==> src/rtl/usb_bus_arbiter.sv <==
// usb_bus_arbiter: shares one 8-bit register bus between M0 (usb_driver host
// bridge) and M1 (CPU debug/monitor port). Round-robin, one transaction per
// grant, registered strobes, ack completion with a timeout error path.
// Optional feature macro: ARB_LOCK_EN (lock keeps the grant for the next
// transaction, with a starvation guard after 4 consecutive transactions).
module usb_bus_arbiter #(
  parameter int ADDR_W  = 8,
  parameter int DATA_W  = 8,
  parameter int TIMEOUT = 16
) (
  input  logic              clk,
  input  logic              rst_n,
  input  logic              m0_req,
  input  logic              m1_req,
  input  logic [ADDR_W-1:0] m0_addr,
  input  logic [ADDR_W-1:0] m1_addr,
  input  logic              m0_read,
  input  logic              m1_read,
  input  logic              m0_write,
  input  logic              m1_write,
  input  logic [DATA_W-1:0] m0_wdata,
  input  logic [DATA_W-1:0] m1_wdata,
  input  logic              m0_lock,
  input  logic              m1_lock,
  output logic              m0_gnt,
  output logic              m1_gnt,
  output logic              m0_done,
  output logic              m1_done,
  output logic              m0_err,
  output logic              m1_err,
  output logic [DATA_W-1:0] m0_rdata,
  output logic [DATA_W-1:0] m1_rdata,
  output logic [ADDR_W-1:0] bus_addr,
  output logic              bus_read,
  output logic              bus_write,
  output logic [DATA_W-1:0] bus_wdata,
  input  logic [DATA_W-1:0] bus_rdata,
  input  logic              bus_ack
);

  localparam int TMR_W = $clog2(TIMEOUT);
  localparam logic [TMR_W-1:0] TMR_LAST = TMR_W'(TIMEOUT - 1);

  typedef enum logic [1:0] {
    S_IDLE,
    S_BUSY,
    S_DONE,
    S_GRANT_AGAIN
  } state_t;

  state_t            state_q, state_d;
  logic              owner_q, owner_d;           // 0 = M0, 1 = M1
  logic              last_owner_q, last_owner_d;
  logic [TMR_W-1:0]  timer_q, timer_d;
  logic [ADDR_W-1:0] bus_addr_q, bus_addr_d;
  logic              bus_read_q, bus_read_d;
  logic              bus_write_q, bus_write_d;
  logic [DATA_W-1:0] bus_wdata_q, bus_wdata_d;
  logic [DATA_W-1:0] m0_rdata_q, m0_rdata_d;
  logic [DATA_W-1:0] m1_rdata_q, m1_rdata_d;
  logic              err_q, err_d;

  logic              launch;
  logic              launch_owner;
  logic              sel_read;
  logic              sel_write;
  logic [ADDR_W-1:0] sel_addr;
  logic [DATA_W-1:0] sel_wdata;
  logic              sel_illegal;

`ifdef ARB_LOCK_EN
  logic [2:0]        starve_q, starve_d;
  logic [2:0]        waited;
  logic              own_req;
  logic              own_lock;
  logic              other_req;

  assign own_req   = owner_q ? m1_req  : m0_req;
  assign own_lock  = owner_q ? m1_lock : m0_lock;
  assign other_req = owner_q ? m0_req  : m1_req;
`else
  logic              unused_lock;
  assign unused_lock = m0_lock ^ m1_lock;
`endif

  // Decide whether a transaction launches this cycle and for which master
  always_comb begin
    launch       = 1'b0;
    launch_owner = owner_q;
    case (state_q)
      S_IDLE: begin
        if (m0_req || m1_req) begin
          launch       = 1'b1;
          // Single requester wins outright; on a tie the non-last owner wins
          launch_owner = (m0_req && m1_req) ? ~last_owner_q : m1_req;
        end
      end
      S_GRANT_AGAIN: launch = 1'b1;
      default: ;
    endcase
  end

  assign sel_read    = launch_owner ? m1_read  : m0_read;
  assign sel_write   = launch_owner ? m1_write : m0_write;
  assign sel_addr    = launch_owner ? m1_addr  : m0_addr;
  assign sel_wdata   = launch_owner ? m1_wdata : m0_wdata;
  assign sel_illegal = (sel_read == sel_write);

  // Next-state, strobe, timer and completion logic
  always_comb begin
    state_d      = state_q;
    owner_d      = owner_q;
    last_owner_d = last_owner_q;
    timer_d      = timer_q;
    bus_addr_d   = bus_addr_q;
    bus_read_d   = bus_read_q;
    bus_write_d  = bus_write_q;
    bus_wdata_d  = bus_wdata_q;
    m0_rdata_d   = m0_rdata_q;
    m1_rdata_d   = m1_rdata_q;
    err_d        = err_q;
`ifdef ARB_LOCK_EN
    starve_d     = starve_q;
    waited       = 3'd0;
`endif

    case (state_q)
      S_BUSY: begin
        if (bus_ack) begin
          // Ack beats a coincident timeout
          if (bus_read_q) begin
            if (owner_q) m1_rdata_d = bus_rdata;
            else         m0_rdata_d = bus_rdata;
          end
          err_d       = 1'b0;
          bus_read_d  = 1'b0;
          bus_write_d = 1'b0;
          state_d     = S_DONE;
        end else if (timer_q == TMR_LAST) begin
          if (bus_read_q) begin
            if (owner_q) m1_rdata_d = '1;
            else         m0_rdata_d = '1;
          end
          err_d       = 1'b1;
          bus_read_d  = 1'b0;
          bus_write_d = 1'b0;
          state_d     = S_DONE;
        end else begin
          timer_d = timer_q + TMR_W'(1);
        end
      end
      S_DONE: begin
        last_owner_d = owner_q;
        err_d        = 1'b0;
        state_d      = S_IDLE;
`ifdef ARB_LOCK_EN
        // Count how many transactions in a row the other master sat out
        waited = other_req ? (starve_q + 3'd1) : 3'd0;
        if (own_lock && own_req && (waited < 3'd4)) begin
          state_d  = S_GRANT_AGAIN;
          starve_d = waited;
        end else begin
          starve_d = 3'd0;
        end
`endif
      end
      default: ;
    endcase

    if (launch) begin
      owner_d     = launch_owner;
      bus_addr_d  = sel_addr;
      bus_wdata_d = sel_wdata;
      timer_d     = '0;
      // Illegal requests still get a grant but never drive a strobe
      bus_read_d  = sel_read  & ~sel_write;
      bus_write_d = sel_write & ~sel_read;
      err_d       = sel_illegal;
      state_d     = sel_illegal ? S_DONE : S_BUSY;
    end
  end

  // State and datapath registers with synchronous active-low reset
  always_ff @(posedge clk) begin
    if (!rst_n) begin
      state_q      <= S_IDLE;
      owner_q      <= 1'b0;
      last_owner_q <= 1'b1;
      timer_q      <= '0;
      bus_addr_q   <= '0;
      bus_read_q   <= 1'b0;
      bus_write_q  <= 1'b0;
      bus_wdata_q  <= '0;
      m0_rdata_q   <= '0;
      m1_rdata_q   <= '0;
      err_q        <= 1'b0;
`ifdef ARB_LOCK_EN
      starve_q     <= 3'd0;
`endif
    end else begin
      state_q      <= state_d;
      owner_q      <= owner_d;
      last_owner_q <= last_owner_d;
      timer_q      <= timer_d;
      bus_addr_q   <= bus_addr_d;
      bus_read_q   <= bus_read_d;
      bus_write_q  <= bus_write_d;
      bus_wdata_q  <= bus_wdata_d;
      m0_rdata_q   <= m0_rdata_d;
      m1_rdata_q   <= m1_rdata_d;
      err_q        <= err_d;
`ifdef ARB_LOCK_EN
      starve_q     <= starve_d;
`endif
    end
  end

  assign m0_gnt    = (state_q != S_IDLE) && !owner_q;
  assign m1_gnt    = (state_q != S_IDLE) &&  owner_q;
  assign m0_done   = (state_q == S_DONE) && !owner_q;
  assign m1_done   = (state_q == S_DONE) &&  owner_q;
  assign m0_err    = m0_done && err_q;
  assign m1_err    = m1_done && err_q;
  assign m0_rdata  = m0_rdata_q;
  assign m1_rdata  = m1_rdata_q;
  assign bus_addr  = bus_addr_q;
  assign bus_read  = bus_read_q;
  assign bus_write = bus_write_q;
  assign bus_wdata = bus_wdata_q;

endmodule

==> config.mk <==
export PLATFORM = sky130hd
export DESIGN_NAME = usb_bus_arbiter
export DESIGN_NICKNAME = d
export VERILOG_FILES = /design/src/rtl/usb_bus_arbiter.sv
export SDC_FILE = /design/constraint.sdc
export NUM_CORES = 1
export LEC_CHECK = 0
export CORE_ASPECT_RATIO = 1.75
export CORE_MARGIN = 3
export CORE_UTILIZATION = 37
export CTS_CLUSTER_DIAMETER = 40
export DETAILED_ROUTE_END_ITERATION = 10
export HOLD_SLACK_MARGIN = 0.02
export PLACE_DENSITY = 0.86
export SYNTH_ARGS = -nofsm -noshare
export SYNTH_HDL_FRONTEND = slang
export SYNTH_SLANG_ARGS = --single-unit
==> constraint.sdc <==
create_clock -name clk -period 2 [get_ports clk]
set_input_delay 0.2 -clock clk [delete_from_list [all_inputs] [get_ports clk]]
set_output_delay 0.2 -clock clk [all_outputs]
set_load 0.02 [all_outputs]
==> results.cfg, run 1 <==
[run_status]
status = completed

[pwr]
power.leakage_nw = 1.23
power_switching_mw = 1.36
intPower_mw = 2.42
peakVddDrop_mv = 1.12
p_seq_frac = 0.315
swShare = 0.360
power.density_nw_per_um2 = 1250
combPwrFrac = 0.477
power_frac_clock = 0.207

[drt]
viasPerCell = 5.20
routedWlPerCell_um = 13.2
drc = 0
postRouteWirelength_mm = 4.78
vias = 1877
first_pass_iters = 5
ant_nets = 0
drt_iter0_drc = 54

[placed_design]
io_buffers = 88
routabilityCongestion = 0.810
post-place-ws_ns = -0.0758
detailed_place_hpwl_mm = 3.78

[synth]
postSynthAreaPerCell_sq_um = 9.05
synthFlopType = dfxtp_1
yosys-top-cells-area = dfxtp_1 (44%), o21ai_0 (11%), mux2i_1 (8.7%)
synth_edf_count = 0
yosysTopAreaCell = dfxtp_1
syn_area_sq_um = 1960
yosysUniqueCellTypes = 33
ys_ff_latch = 43
async_flop_share = 0
yosys_warnings = 0
ys_seq_area_frac = 0.440
synth_top_area_frac = 0.440
syn_nets = 274
syn_inst = 216

[clocking]
hold_buffers = 0
cts.sinks = 43
clkTransAtPathRegs_ns = 0.08
insertion_delay_ns = 0.29
cts_tree = done
cts_buffer_depth = 2
htreeDepth = 2
cts_buffers = 5
cts-root-buf = clkbuf_8

[timing]
tns_ns = 0
worstMarginPinSlew_ns = 0.438
period_needed_ns = 1.92
hold_viol = 0
slew_headroom = 0.707
worst_slack_ns = 0.0822
setup_violations = 0
skew_ns = 0.00804
fin_crit_sh = 0.959
max_freq_ghz = 0.521
slew_viol_final = 0
grt_setup_unrepaired = no

[global_routing]
grt_max_degree = 51
use_met1 = 0.163
grt.total_usage = 0.156
use_met3 = 0.0569
busiest_layer = met2
grt_pass1_vias = 1732
antenna_found_initial = 0
met2_usage = 0.278
grt_pass1_wl_mm = 7.49
grt-ovfl-total = 0

[die]
die-area_sq_um = 6230
io_pins = 91
die_y_um = 102
die_w_um = 61.0
core_sq_um = 5020
initial_core_util = 0.390
rows = 34

[final_layout]
layout.cells.most_common = clkdlybuf4s50_1
layout-drive-gt1-share = 0.0814
layout_common_cells = clkdlybuf4s50_1 (83), dfxtp_1 (43), o21ai_0 (42)
area_growth_pct = 55.0
fin_nets = 364
antenna_cells = 0
n_fill_cell = 446

[min_path]
hp-class = reg -> reg
hold_path_depth = 2
min_to = m1_rdata[3]
hold_start = m1_rdata[3]

[critical_path]
crit_slowest_cell = clkdlybuf4s50_1
cpPeakStageDelay_ns = 0.62
rr_worst_depth = 9
start_kind = register
critical_path.max_fanout = 5
rr_startpoint = state_q[1]
crit_type = reg -> out
rrSetupSlack_ns = 0.11
cp_cell_sequence = inv_1, ha_1, and2_1, clkdlybuf4s50_1
arrival_ns = 1.72
endpoint_kind = output pin
crit_required_ns = 1.80
reg2reg_to = state_q[0]

[flow_run]
maxCapViolCount = 0
cells in the mapped netlist, drive strengths merged (2+ instances only):
cell type	n
clkbuf	5
inv	6
o21a	2
dfxtp	43
nand2	12
nand3	22
buf	10
nor2	6
ha	7
mux2i	18
xor2	3
and3	4
and2	2
o21ai	44
a21oi	20
nand4	2
what timing repair did:
action,in CTS,in global routing
resized for setup,4,4
setup endpoints to repair,4,4
pin swaps,0,1
setup buffers,0,1
power groups by stage:
stage	registers, mW	logic, mW	clock network, mW
global placement	1.20	1.78	0
detailed placement	1.21	1.81	0
finish	1.19	1.81	0.784
CTS	1.19	1.80	0.805
floorplan	1.42	0.891	0
global route	1.22	1.96	0.839
stage by stage:
| stage | instance area, sq um | power (mW) | hold WS (ns) | util | instances |
|---|---|---|---|---|---|
| after floorplan | 1960 | 2.31 | 0.397 | - | 216 |
| after global placement | 2890 | 2.98 | 0.445 | 0.576 | 352 |
| after detailed placement | 2890 | 3.02 | 0.454 | 0.576 | 352 |
| after CTS | 3020 | 3.80 | 0.465 | 0.601 | 360 |
| after global routing | 3030 | 4.02 | 0.496 | 0.604 | 361 |
| final | 3030 | 3.78 | 0.464 | 0.604 | 361 |
layer usage:
metal | wire length, um | share of wire
met5 | 0 | 0
met4 | 89 | 0.019
met3 | 376 | 0.079
met2 | 2570 | 0.54
met1 | 1740 | 0.36
critical path, delay by kind of cell (launching register included):
kind / cells / cell delay (ns)
buffers and inverters: 2 / 0.71
AND/OR/NAND/NOR: 1 / 0.17
flip-flops: 1 / 0.32
adder cells (fa/ha/maj): 1 / 0.24
how the worst max path moves through the flow:
| stage | endpoint | cells past startpoint | slack [ns] | from |
|---|---|---|---|---|
| 4_1_cts | state_q[0] | 8 | 0.01 | state_q[1] |
| 6_report | m1_done | 4 | 0.08 | state_q[0] |
| 3_5_place_dp | state_q[0] | 7 | -0.08 | m0_req |
| 5_1_grt | state_q[0] | 9 | 0.003 | state_q[1] |
| 3_3_place_gp | state_q[0] | 7 | -0.03 | m0_req |
| 2_1_floorplan | state_q[0] | 9 | 0.04 | state_q[0] |
state kept, by name, summed over array words and instances, names as in the netlist, 2 cells and up:
name / count
bus_addr: 8
bus_wdata: 8
m0_rdata: 8
m1_rdata: 8
timer_q: 4
state_q: 2
cell type report:
| cell class | instances | area, sq um | area share |
|---|---|---|---|
| repair buffers | 98 | 966 | 0.319 |
| clock buffers | 6 | 72.6 | 0.0239 |
| flip-flops and latches | 43 | 861 | 0.284 |
| clock inverters | 2 | 60.1 | 0.0198 |
| well taps | 54 | 67.6 | 0.0223 |
| inverters | 6 | 22.5 | 0.00743 |
| multi-input cells | 152 | 981 | 0.324 |
logic make-up after synthesis:
logic type                 after synthesis  synth area share
muxes                                   19            0.0998
xor gates and xnor gates                 3            0.0134
and+or+nand+nor                         50             0.140
adders and majority gates                7            0.0448
AOI/OAI and AO/OA                       73             0.202
buffers and inverters                   21            0.0601
DFF                                     43             0.440
Note: power is estimated with default switching activity, not from simulation.
==> inputs of run 2 (changes only) <==
--- a/config.mk
+++ b/config.mk
@@ -10,8 +10,10 @@
 export CORE_UTILIZATION = 37
 export CTS_CLUSTER_DIAMETER = 40
 export DETAILED_ROUTE_END_ITERATION = 10
+export GPL_ROUTABILITY_DRIVEN = 0
 export HOLD_SLACK_MARGIN = 0.02
 export PLACE_DENSITY = 0.86
+export SETUP_SLACK_MARGIN = 0.2
 export SYNTH_ARGS = -nofsm -noshare
 export SYNTH_HDL_FRONTEND = slang
 export SYNTH_SLANG_ARGS = --single-unit
==> run 2 against run 1 <==
  * Non-clock buffer count increased by 1
  * Worst hold slack got worse by 0.0030 ns
  * Clock power is 31% lower
  * Count of clock-buffer cells in the layout stayed put
  * Largest cell class unchanged
==> results.cfg, run 2 (synthesized netlist as in run 1, its figures left out) <==
[final_layout]
antenna_cells = 0
layout_common_cells = clkdlybuf4s50_1 (82), o21ai_0 (42), dfxtp_1 (41)
fin_nets = 365
layout.cells.most_common = clkdlybuf4s50_1
n_fill_cell = 436
layout-drive-gt1-share = 0.107
area_growth_pct = 55.7
final_cells = 362

[critical_path]
cp_cell_sequence = inv_2, ha_4, nand2_2, a32o_2, buf_12, mux2i_4, ha_4, nor2_2, o21a_1
critPathBufInv = 2
rr_startpoint = state_q[0]
arrival_ns = 1.97
endpoint_kind = register
critical_path.max_fanout = 5
cp.depth = 9
crit_type = reg -> reg
crit_end = state_q[0]
cpPeakStageDelay_ns = 0.33
reg2reg_to = state_q[0]
crit_required_ns = 2.19
start_kind = register
crit_start = state_q[0]
rrSetupSlack_ns = 0.22
rr_worst_depth = 9
path_delay_family = adder cells
crit_slowest_cell = dfxtp_2
cp_common_cell = ha_4

[drt]
viasPerCell = 5.34
drc = 0
ant_nets = 0
vias = 1932
drt_iter0_drc = 64
postRouteWirelength_mm = 5.21
first_pass_iters = 4
routedWlPerCell_um = 14.4

[global_routing]
grt.total_usage = 0.166
grt-ovfl-total = 0
antenna_found_initial = 0
grt_pass1_wl_mm = 7.94
grt_max_degree = 38
grt_pass1_vias = 1817

[clocking]
cts_tree = done
cts-root-buf = clkbuf_8
hold_buffers = 0
cts_buffer_depth = 2
htreeDepth = 2
cts.sinks = 43
cts_buffers = 5
insertion_delay_ns = 0.29
clkTransAtPathRegs_ns = 0.08

[flow_run]
maxCapViolCount = 0

[timing]
slew_viol_final = 0
worstMarginPinSlew_ns = 0.506
hold_viol = 0
slew_headroom = 0.662
setup_violations = 0
period_needed_ns = 1.78
grt_setup_unrepaired = yes
fin_crit_sh = 0.890
skew_ns = 0.00444
max_freq_ghz = 0.562
worst_slack_ns = 0.221

[die]
die-area_sq_um = 6230
die_y_um = 102
initial_core_util = 0.390
core_sq_um = 5020
io_pins = 91
rows = 34
die_w_um = 61.0

[pwr]
peakVddDrop_mv = 0.959
power_mw = 3.68
power.density_nw_per_um2 = 1210
power.leakage_nw = 1.22

[placed_design]
post-place-ws_ns = -0.0611
io_buffers = 88
detailed_place_hpwl_mm = 4.00
placed_cells_incl_taps = 350

[min_path]
hp-class = reg -> reg
hold_start = bus_write

[run_status]
status = completed
run 2: cell count changes in the layout (fill, tap and decap cells not counted), sizes merged:
| cell | change |
|---|---|
| clkinvlp | +1 |
| clkdlybuf4s50 | -1 |
| clkinv | +1 |
| clkdlybuf4s15 | +1 |
| bufinv | -2 |
| buf | +1 |
run 2: stage by stage:
stage / hold slack [ns] / TNS, ns / cell area (sq um) / util
CTS: 0.465 / 0 / 3010 / 0.599
global route: 0.500 / 0 / 3050 / 0.607
global placement: 0.446 / -0.0306 / 2910 / 0.581
floorplan: 0.397 / 0 / 2000 / -
finish: 0.461 / 0 / 3050 / 0.607
detailed placement: 0.453 / -0.0994 / 2910 / 0.581
run 2: repair_timing:
item / CTS / global route
setup buffers: 2 / 2
gates resized for setup: 6 / 5
setup endpoints to repair: 8 / 5
pin swaps: 2 / 0
cloned: 0 / 0
run 2: worst min-delay path, stage by stage, from the launching register on:
cell and delay, ns:
dfxtp_1 0.32, nand2_1 0.05, o21ai_0 0.06
run 2: worst min-delay path by stage:
stage	to	slack (ns)	depth (start not counted)
finish	bus_write	0.46	2
global route	m0_rdata[0]	0.50	2
CTS	bus_write	0.46	2
detailed placement	bus_write	0.45	2
global placement	bus_write	0.45	2
floorplan	bus_addr[7]	0.40	2
run 2: layout make-up:
type	instances	area (sq um)	share of cell area
Clock inverter	2	12.5	0.00411
Inverter	6	22.5	0.00740
Tap cell	54	67.6	0.0222
Clock buffer	6	72.6	0.0238
Sequential cell	43	863	0.283
Multi-Input combinational cell	152	1020	0.335
Timing Repair Buffer	99	986	0.324
run 2: metal layers:
| metal | GRT usage | up-vias | share of wire | routed length [um] |
|---|---|---|---|---|
| li1 | - | 954 | - | - |
| met1 | 0.174 | 899 | 0.36 | 1890 |
| met2 | 0.308 | 67 | 0.55 | 2880 |
| met3 | 0.0329 | 12 | 0.062 | 325 |
| met4 | 0.0668 | 0 | 0.022 | 116 |
| met5 | 0 | - | 0 | 0 |
run 2: power by group:
part	internal, mW	switching (mW)
Combinational	0.934	1.00
Sequential	1.08	0.120
Clock	0.244	0.294
